File: src/rtl/packet_queue_pkg.sv
// packet_queue_pkg
// Purpose : shared constants for the packet queue slice.
//   PQ_PACKET_WIDTH : default packet width (5x32 + 15 bits), matches the shared packet format.
//   PQ_DEPTH        : default queue depth in packets (power of two, >= 2).
//   PQ_STALL_WIDTH  : width of the optional saturating stall counter.
package packet_queue_pkg;

    localparam int unsigned PQ_PACKET_WIDTH = 175;
    localparam int unsigned PQ_DEPTH        = 8;
    localparam int unsigned PQ_STALL_WIDTH  = 16;

endpackage

File: src/rtl/packet_queue_if.sv
// packet_queue_if
// Purpose : VALID/DATA/READY packet handshake. A transfer happens on a rising clock edge
//           when valid and ready are both 1.
// Signals :
//   valid : producer has a packet
//   data  : packet contents (WIDTH bits)
//   ready : consumer can take the packet
// Modports:
//   master : producer side (drives valid/data, observes ready)
//   slave  : consumer side (observes valid/data, drives ready)
interface packet_queue_if
    import packet_queue_pkg::*;
#(
    parameter int unsigned WIDTH = PQ_PACKET_WIDTH
);

    logic             valid;
    logic [WIDTH-1:0] data;
    logic             ready;

    modport master (
        output valid,
        output data,
        input  ready
    );

    modport slave (
        input  valid,
        input  data,
        output ready
    );

endinterface

File: src/rtl/packet_queue_ram.sv
// packet_queue_ram
// Purpose : DEPTH x WIDTH storage with one synchronous write port and one asynchronous
//           read port. Kept separate so it can be swapped for a vendor RAM later.
// Ports   :
//   i_clk   : clock, write on rising edge
//   i_we    : write enable
//   i_waddr : write index
//   i_wdata : write data
//   i_raddr : read index
//   o_rdata : combinational read data
// Storage is never cleared; contents after reset are don't-care.
module packet_queue_ram #(
    parameter int unsigned WIDTH      = 175,
    parameter int unsigned DEPTH      = 8,
    parameter int unsigned ADDR_WIDTH = $clog2(DEPTH)
) (
    input  logic                  i_clk,
    input  logic                  i_we,
    input  logic [ADDR_WIDTH-1:0] i_waddr,
    input  logic [WIDTH-1:0]      i_wdata,
    input  logic [ADDR_WIDTH-1:0] i_raddr,
    output logic [WIDTH-1:0]      o_rdata
);

    logic [WIDTH-1:0] r_mem [DEPTH];

    always_ff @(posedge i_clk) begin
        if (i_we) begin
            r_mem[i_waddr] <= i_wdata;
        end
    end

    assign o_rdata = r_mem[i_raddr];

endmodule

File: src/rtl/packet_queue.sv
// packet_queue
// Purpose : first-word-fall-through FIFO of complete packets between the packet loader
//           and the execution-side consumer; absorbs bursts so the loader does not stall.
// Ports   :
//   CLK         : clock, rising edge
//   RST         : asynchronous active-high reset
//   RECEIVE_PC  : upstream handshake (slave), ready is a registered flag
//   SEND_PC     : downstream handshake (master), head packet falls through
//   COUNT       : occupancy 0..DEPTH
//   HIGH_WATER  : max COUNT since reset           (only with PACKET_QUEUE_STATS_EN)
//   STALL_COUNT : saturating blocked-valid cycles (only with PACKET_QUEUE_STATS_EN)
// Optional feature macro: PACKET_QUEUE_STATS_EN
module packet_queue
    import packet_queue_pkg::*;
#(
    parameter  int unsigned PACKET_WIDTH = PQ_PACKET_WIDTH,
    parameter  int unsigned DEPTH        = PQ_DEPTH,
    localparam int unsigned PTR_WIDTH    = $clog2(DEPTH)
) (
    input  logic                 CLK,
    input  logic                 RST,
    packet_queue_if.slave        RECEIVE_PC,
    packet_queue_if.master       SEND_PC,
`ifdef PACKET_QUEUE_STATS_EN
    output logic [PTR_WIDTH:0]   HIGH_WATER,
    output logic [15:0]          STALL_COUNT,
`endif
    output logic [PTR_WIDTH:0]   COUNT
);

    // Pointers carry one extra wrap bit so full and empty are distinguishable.
    logic [PTR_WIDTH:0] r_wr_ptr;
    logic [PTR_WIDTH:0] r_rd_ptr;
    logic               r_valid;
    logic               r_ready;

    logic               w_push;
    logic               w_pop;
    logic [PTR_WIDTH:0] w_wr_ptr_nxt;
    logic [PTR_WIDTH:0] w_rd_ptr_nxt;
    logic               w_empty_nxt;
    logic               w_full_nxt;
    logic [PTR_WIDTH:0] w_count_nxt;

    assign w_push = RECEIVE_PC.valid & r_ready;
    assign w_pop  = r_valid & SEND_PC.ready;

    assign w_wr_ptr_nxt = r_wr_ptr + {{PTR_WIDTH{1'b0}}, w_push};
    assign w_rd_ptr_nxt = r_rd_ptr + {{PTR_WIDTH{1'b0}}, w_pop};
    assign w_count_nxt  = w_wr_ptr_nxt - w_rd_ptr_nxt;

    assign w_empty_nxt = (w_wr_ptr_nxt == w_rd_ptr_nxt);
    assign w_full_nxt  = (w_wr_ptr_nxt[PTR_WIDTH-1:0] == w_rd_ptr_nxt[PTR_WIDTH-1:0]) &&
                         (w_wr_ptr_nxt[PTR_WIDTH] != w_rd_ptr_nxt[PTR_WIDTH]);

    // Valid and ready are both registered from the next-state pointers: no combinational
    // path from SEND_PC.ready to RECEIVE_PC.ready, so a pop while full only frees the slot
    // for the following cycle.
    always_ff @(posedge CLK or posedge RST) begin
        if (RST) begin
            r_wr_ptr <= '0;
            r_rd_ptr <= '0;
            r_valid  <= 1'b0;
            r_ready  <= 1'b0;
        end else begin
            r_wr_ptr <= w_wr_ptr_nxt;
            r_rd_ptr <= w_rd_ptr_nxt;
            r_valid  <= !w_empty_nxt;
            r_ready  <= !w_full_nxt;
        end
    end

    logic [PACKET_WIDTH-1:0] w_rdata;

    packet_queue_ram #(
        .WIDTH      (PACKET_WIDTH),
        .DEPTH      (DEPTH),
        .ADDR_WIDTH (PTR_WIDTH)
    ) u_ram (
        .i_clk   (CLK),
        .i_we    (w_push),
        .i_waddr (r_wr_ptr[PTR_WIDTH-1:0]),
        .i_wdata (RECEIVE_PC.data),
        .i_raddr (r_rd_ptr[PTR_WIDTH-1:0]),
        .o_rdata (w_rdata)
    );

    assign RECEIVE_PC.ready = r_ready;
    assign SEND_PC.valid    = r_valid;
    assign SEND_PC.data     = w_rdata;
    assign COUNT            = r_wr_ptr - r_rd_ptr;

`ifdef PACKET_QUEUE_STATS_EN
    logic [PTR_WIDTH:0]      r_high_water;
    logic [PQ_STALL_WIDTH-1:0] r_stall_count;

    // Tracking the next count keeps HIGH_WATER in step with COUNT.
    always_ff @(posedge CLK or posedge RST) begin
        if (RST) begin
            r_high_water  <= '0;
            r_stall_count <= '0;
        end else begin
            if (w_count_nxt > r_high_water) begin
                r_high_water <= w_count_nxt;
            end
            if (RECEIVE_PC.valid && !r_ready && (r_stall_count != '1)) begin
                r_stall_count <= r_stall_count + 1'b1;
            end
        end
    end

    assign HIGH_WATER  = r_high_water;
    assign STALL_COUNT = r_stall_count;
`endif

endmodule

File: src/flat_wrapper.sv
// flat-port wrapper written by rule: the top's interface ports become plain ports
module packet_queue_flat import packet_queue_pkg::*;
#(
    parameter  int unsigned PACKET_WIDTH = PQ_PACKET_WIDTH,
    parameter  int unsigned DEPTH        = PQ_DEPTH,
    localparam int unsigned PTR_WIDTH    = $clog2(DEPTH)
)
  (CLK, RST, COUNT, RECEIVE_PC_valid, RECEIVE_PC_data, RECEIVE_PC_ready, SEND_PC_valid, SEND_PC_data, SEND_PC_ready);
  packet_queue_if #(.WIDTH((PQ_PACKET_WIDTH))) RECEIVE_PC_i ();
  packet_queue_if #(.WIDTH((PQ_PACKET_WIDTH))) SEND_PC_i ();
  input  logic CLK;
  input  logic RST;
  output logic [PTR_WIDTH:0] COUNT;
  input wire logic [$bits(RECEIVE_PC_i.valid)-1:0] RECEIVE_PC_valid;
  input wire logic [$bits(RECEIVE_PC_i.data)-1:0] RECEIVE_PC_data;
  output wire logic [$bits(RECEIVE_PC_i.ready)-1:0] RECEIVE_PC_ready;
  output wire logic [$bits(SEND_PC_i.valid)-1:0] SEND_PC_valid;
  output wire logic [$bits(SEND_PC_i.data)-1:0] SEND_PC_data;
  input wire logic [$bits(SEND_PC_i.ready)-1:0] SEND_PC_ready;
  assign RECEIVE_PC_i.valid = RECEIVE_PC_valid;
  assign RECEIVE_PC_i.data = RECEIVE_PC_data;
  assign RECEIVE_PC_ready = RECEIVE_PC_i.ready;
  assign SEND_PC_valid = SEND_PC_i.valid;
  assign SEND_PC_data = SEND_PC_i.data;
  assign SEND_PC_i.ready = SEND_PC_ready;
  packet_queue #(.PACKET_WIDTH(PACKET_WIDTH), .DEPTH(DEPTH)) u_core (.CLK(CLK), .RST(RST), .RECEIVE_PC(RECEIVE_PC_i), .SEND_PC(SEND_PC_i), .COUNT(COUNT));
endmodule
File: config.mk
export PLATFORM = sky130hd
export DESIGN_NAME = packet_queue_flat
export DESIGN_NICKNAME = d
export VERILOG_FILES = /design/src/rtl/packet_queue_pkg.sv /design/src/rtl/packet_queue_if.sv /design/src/rtl/packet_queue_ram.sv /design/src/rtl/packet_queue.sv /design/src/flat_wrapper.sv
export SDC_FILE = /design/constraint.sdc
export NUM_CORES = 1
export LEC_CHECK = 0
export ABC_AREA = 1
export CAP_MARGIN = 20
export CORE_MARGIN = 8
export CORE_UTILIZATION = 45
export DETAILED_ROUTE_END_ITERATION = 10
export HOLD_SLACK_MARGIN = 0.03
export SYNTH_ARGS = -nofsm -noshare
export SYNTH_HDL_FRONTEND = slang
export SYNTH_HIERARCHICAL = 1
export SYNTH_SLANG_ARGS = --single-unit
File: constraint.sdc
create_clock -name CLK -period 12.2 [get_ports CLK]
set_input_delay 3.05 -clock CLK [delete_from_list [all_inputs] [get_ports CLK]]
set_output_delay 3.05 -clock CLK [all_outputs]
set_load 0.005 [all_outputs]
==> results <==
- At the worst endpoint, the required time is slightly above 9 ns.
- The initial antenna violation count is 29.
- Leaving out filler cells and counting taps, the final layout contains roughly 8400.
- The sum of net half-perimeters after detailed placement is 75300 µm.
- At the end of the flow, the number of nets in the layout was 6637.
- After synthesis, the cell types taking the most area are edfxtp_1 (68%), nand2_1 (14%), inv_1 (8.6%).
- Adding up every negative setup slack in the final design gives 0 ns.
- The cell area that synthesis handed to floorplanning was 61500 µm².
- The library cell used most frequently in the layout, excluding fill and tap cells, is nand2_1.
- After floorplanning, the core was divided into ~140 placement rows.
- The remaining number of nets flagged by the antenna check after routing is 0.
- The type of destination of the critical path is an output port.
- Based on the critical path, the design can be clocked at up to about 120 MHz.
- The congestion estimate from routability-driven global placement came to 0.741.
- Entering global routing, the biggest net connects 340 pins.
- Setup repair after global routing left no endpoint under its margin.
- The share of the Yosys chip area taken by registers is 0.688.
- The first-pass GRT wire length is 225000 µm.
- In this run the worst path has a maximum fanout of 75.
- The clock latency on the worst-skew pair is 0.76 ns.
- The worst setup path is launched from a flip-flop.
- The number of flip-flops and latches in the synthesized netlist is 1410.
- The global-route congestion overflow total is 0.
- The critical path is of the flip-flop to output port type.
- CTS saw around 1400 sinks.
- The number of failing hold endpoints at the final stage came to 0.
- The maximum root-to-sink buffer count is 3.
- Dividing the final minimum period by the clock period gives 0.665.
- The post-synthesis instance total is 6156.
- The total number of vias is 40036.
- edfxtp_1 takes more of the synthesized area than any other cell.
- In the final layout, the share of cells above drive strength 1 is 0.0453.
- TritonCTS built the clock tree.
- For this run, the total global-route usage over all layers was measured as 0.196.
- The areal power density over the cells is 235 nW/µm².
- The leakage component of the power is 32.2 nW.
- In this run, placement finished with an instance count of approximately 8100.
- Of the post-synthesis cell area, the dominant cell type holds 0.684.
- In the final routed layout, each cell accounts on average for approximately 18 µm.
- The violation count after the first detailed-route iteration is 2659.
- Across all hold checks on the routed design, the worst slack comes to 0.626 ns.
- The number of hold buffers added after CTS was 0.
- The final max-slew violation count is 0.
- Headroom to the max-slew limit came out at 0.159.
- The library cells used most frequently in the layout, excluding fill and tap cells, are nand2_1 (2316), inv_1 (1415), edfxtp_1 (1400), nand3_1 (705), clkdlybuf4s50_1 (359).
- The completed layout was analyzed and its total power is about 17 mW.
- Gates resized during post-CTS repair numbered 0.
- In the routed design, unresolved DRC markers number 0.
- The first detailed-routing pass took 5 iterations.
- The synthesis-to-layout area growth is 16.4%.
- The slew at the pin closest to its max-slew limit is 1.26 ns.
- The region available for standard cell placement spans 136000 µm².
- From bottom edge to top edge, the die measures 386 µm.
- The arrival time reported for the critical path endpoint is 5.06 ns.
- The tightest min-delay check is of the flip-flop to flip-flop type.
- The number of primary I/O pins is 360.
- The max-cap violation count is 0.
- The via density per instance is about 4.8.
- For this configuration, the core starts out at a cell density of 0.453.
- Counting distinct cell types in the post-synthesis netlist gives 26.
- Setup violations remaining at the end of the flow were counted as 0.
- The total of buffers placed on input and output ports is 359.
- The clock period minus worst slack is 8.11 ns.
- The final setup skew is 0.0185 ns.
- The area of the die is 149000 µm².
- The CTS buffer count is 152.
- Summed over all layers, the routed wires come to roughly 150000 µm.
- The average instance in the mapped netlist occupies approximately 10 µm².
- The worst IR drop on VDD is approximately 0.23 mV.
- In this run the clock root is driven by a clkbuf_16.
- The width of the die is 386 µm.
- The final cell utilization of the core is 0.528.
- The Yosys step of the flow raised 6 warnings.
- The number of global-route vias before repair was between 30000 and 40000.
- The number of buffers inserted to repair setup after CTS is 0.
- The depth of the CTS H-tree is 4.
- Clock-pin slew was measured on the worst setup and hold paths at 0.06 ns.
- The run finished with clean final reports.
- The post-synth net total is roughly 6300.
==> routing by layer <==
metal / up-vias / share of wire / global-route usage
met2: 945 / 0.47 / 0.322
met1: 19117 / 0.44 / 0.259
li1: 19718 / - / -
met5: - / 0.00071 / 0
met3: 240 / 0.062 / 0.0400
met4: 16 / 0.026 / 0.0655
==> metrics by stage <==
| step | setup slack [ns] | instance area (µm²) |
|---|---|---|
| after floorplan | 0.939 | 61500 |
| after global placement | 4.86 | 66500 |
| after detailed placement | 4.85 | 66500 |
| after CTS | 4.00 | 71500 |
| after global routing | 3.76 | 71500 |
| final | 4.09 | 71600 |
==> report_power, final <==
group	total [mW]	internal (mW)	switching, mW
registers	6.19	5.99	0.198
logic	6.03	2.17	3.86
clock network	4.59	2.70	1.89
total	16.8	10.9	5.95
==> registers in the layout, indices dropped and copies added, names as in the netlist <==
name,cells
u_core/r_wr_ptr,4
u_core/SEND_PC.valid,1
u_core/r_rd_ptr,4
u_core/RECEIVE_PC.ready,1
u_core/u_ram/r_mem,1400
==> kinds of logic (layout without fill, tap and decap cells) <==
family / count (synthesis) / in the layout / synth area share
other: 0 / 22 / 0
adder cells (fa/ha/maj): 6 / 6 / 0.00134
AND/OR/NAND/NOR: 3037 / 3037 / 0.200
flip-flops: 1410 / 1410 / 0.688
AO/OA/AOI/OAI: 5 / 5 / 0.000448
buffers and inverters: 1694 / 2110 / 0.110
XOR/XNOR: 4 / 4 / 0.000570
==> synthesized netlist by cell type, drive strengths merged <==
library cell and n:
nor2 10, dfrtp 10, clkinv 2, edfxtp 1400
nand3 707, buf 253, fa 1, nand2 2319
xnor2 2, a21oi 1, ha 5, clkbuf 18
o21ai 3, nand3b 1, inv 1421, xor2 2
o21bai 1
==> final timing paths <==
check,start,slack (ns),cells after the start,endpoint
setup / recovery,u_core/r_rd_ptr[0],4.09,9,SEND_PC_data[122]
hold / removal,u_core/r_rd_ptr[3],0.63,2,u_core/r_rd_ptr[3]
setup reg to reg,u_core/r_rd_ptr[0],8.44,9,u_core/SEND_PC.valid
hold reg to reg,u_core/r_rd_ptr[3],0.63,2,u_core/r_rd_ptr[3]
max in group asynchronous,RST,9.28,2,u_core/r_rd_ptr[0]
min in group asynchronous,RST,2.58,2,u_core/r_rd_ptr[2]
==> final cells by class <==
cell class,count,area [µm²]
Multi-Input combinational cell,3052,12500
Tap cell,1781,2230
Inverter,1423,5390
Antenna cell,22,55.1
Clock inverter,98,1060
Timing Repair Buffer,413,4080
Fill cell,11738,64100
Clock buffer,176,3940
Sequential cell,1410,42300
==> critical path, stage by stage (launching register included) <==
cell and delay, ns:
dfrtp_4 0.81, buf_4 0.75, buf_4 0.77, buf_4 0.80, nand2_1 0.15, nand3_1 0.13
nand2_1 0.08, nand2_1 0.06, nand2_1 0.07, clkdlybuf4s50_1 0.49
Note: power is estimated with default switching activity, not from simulation.
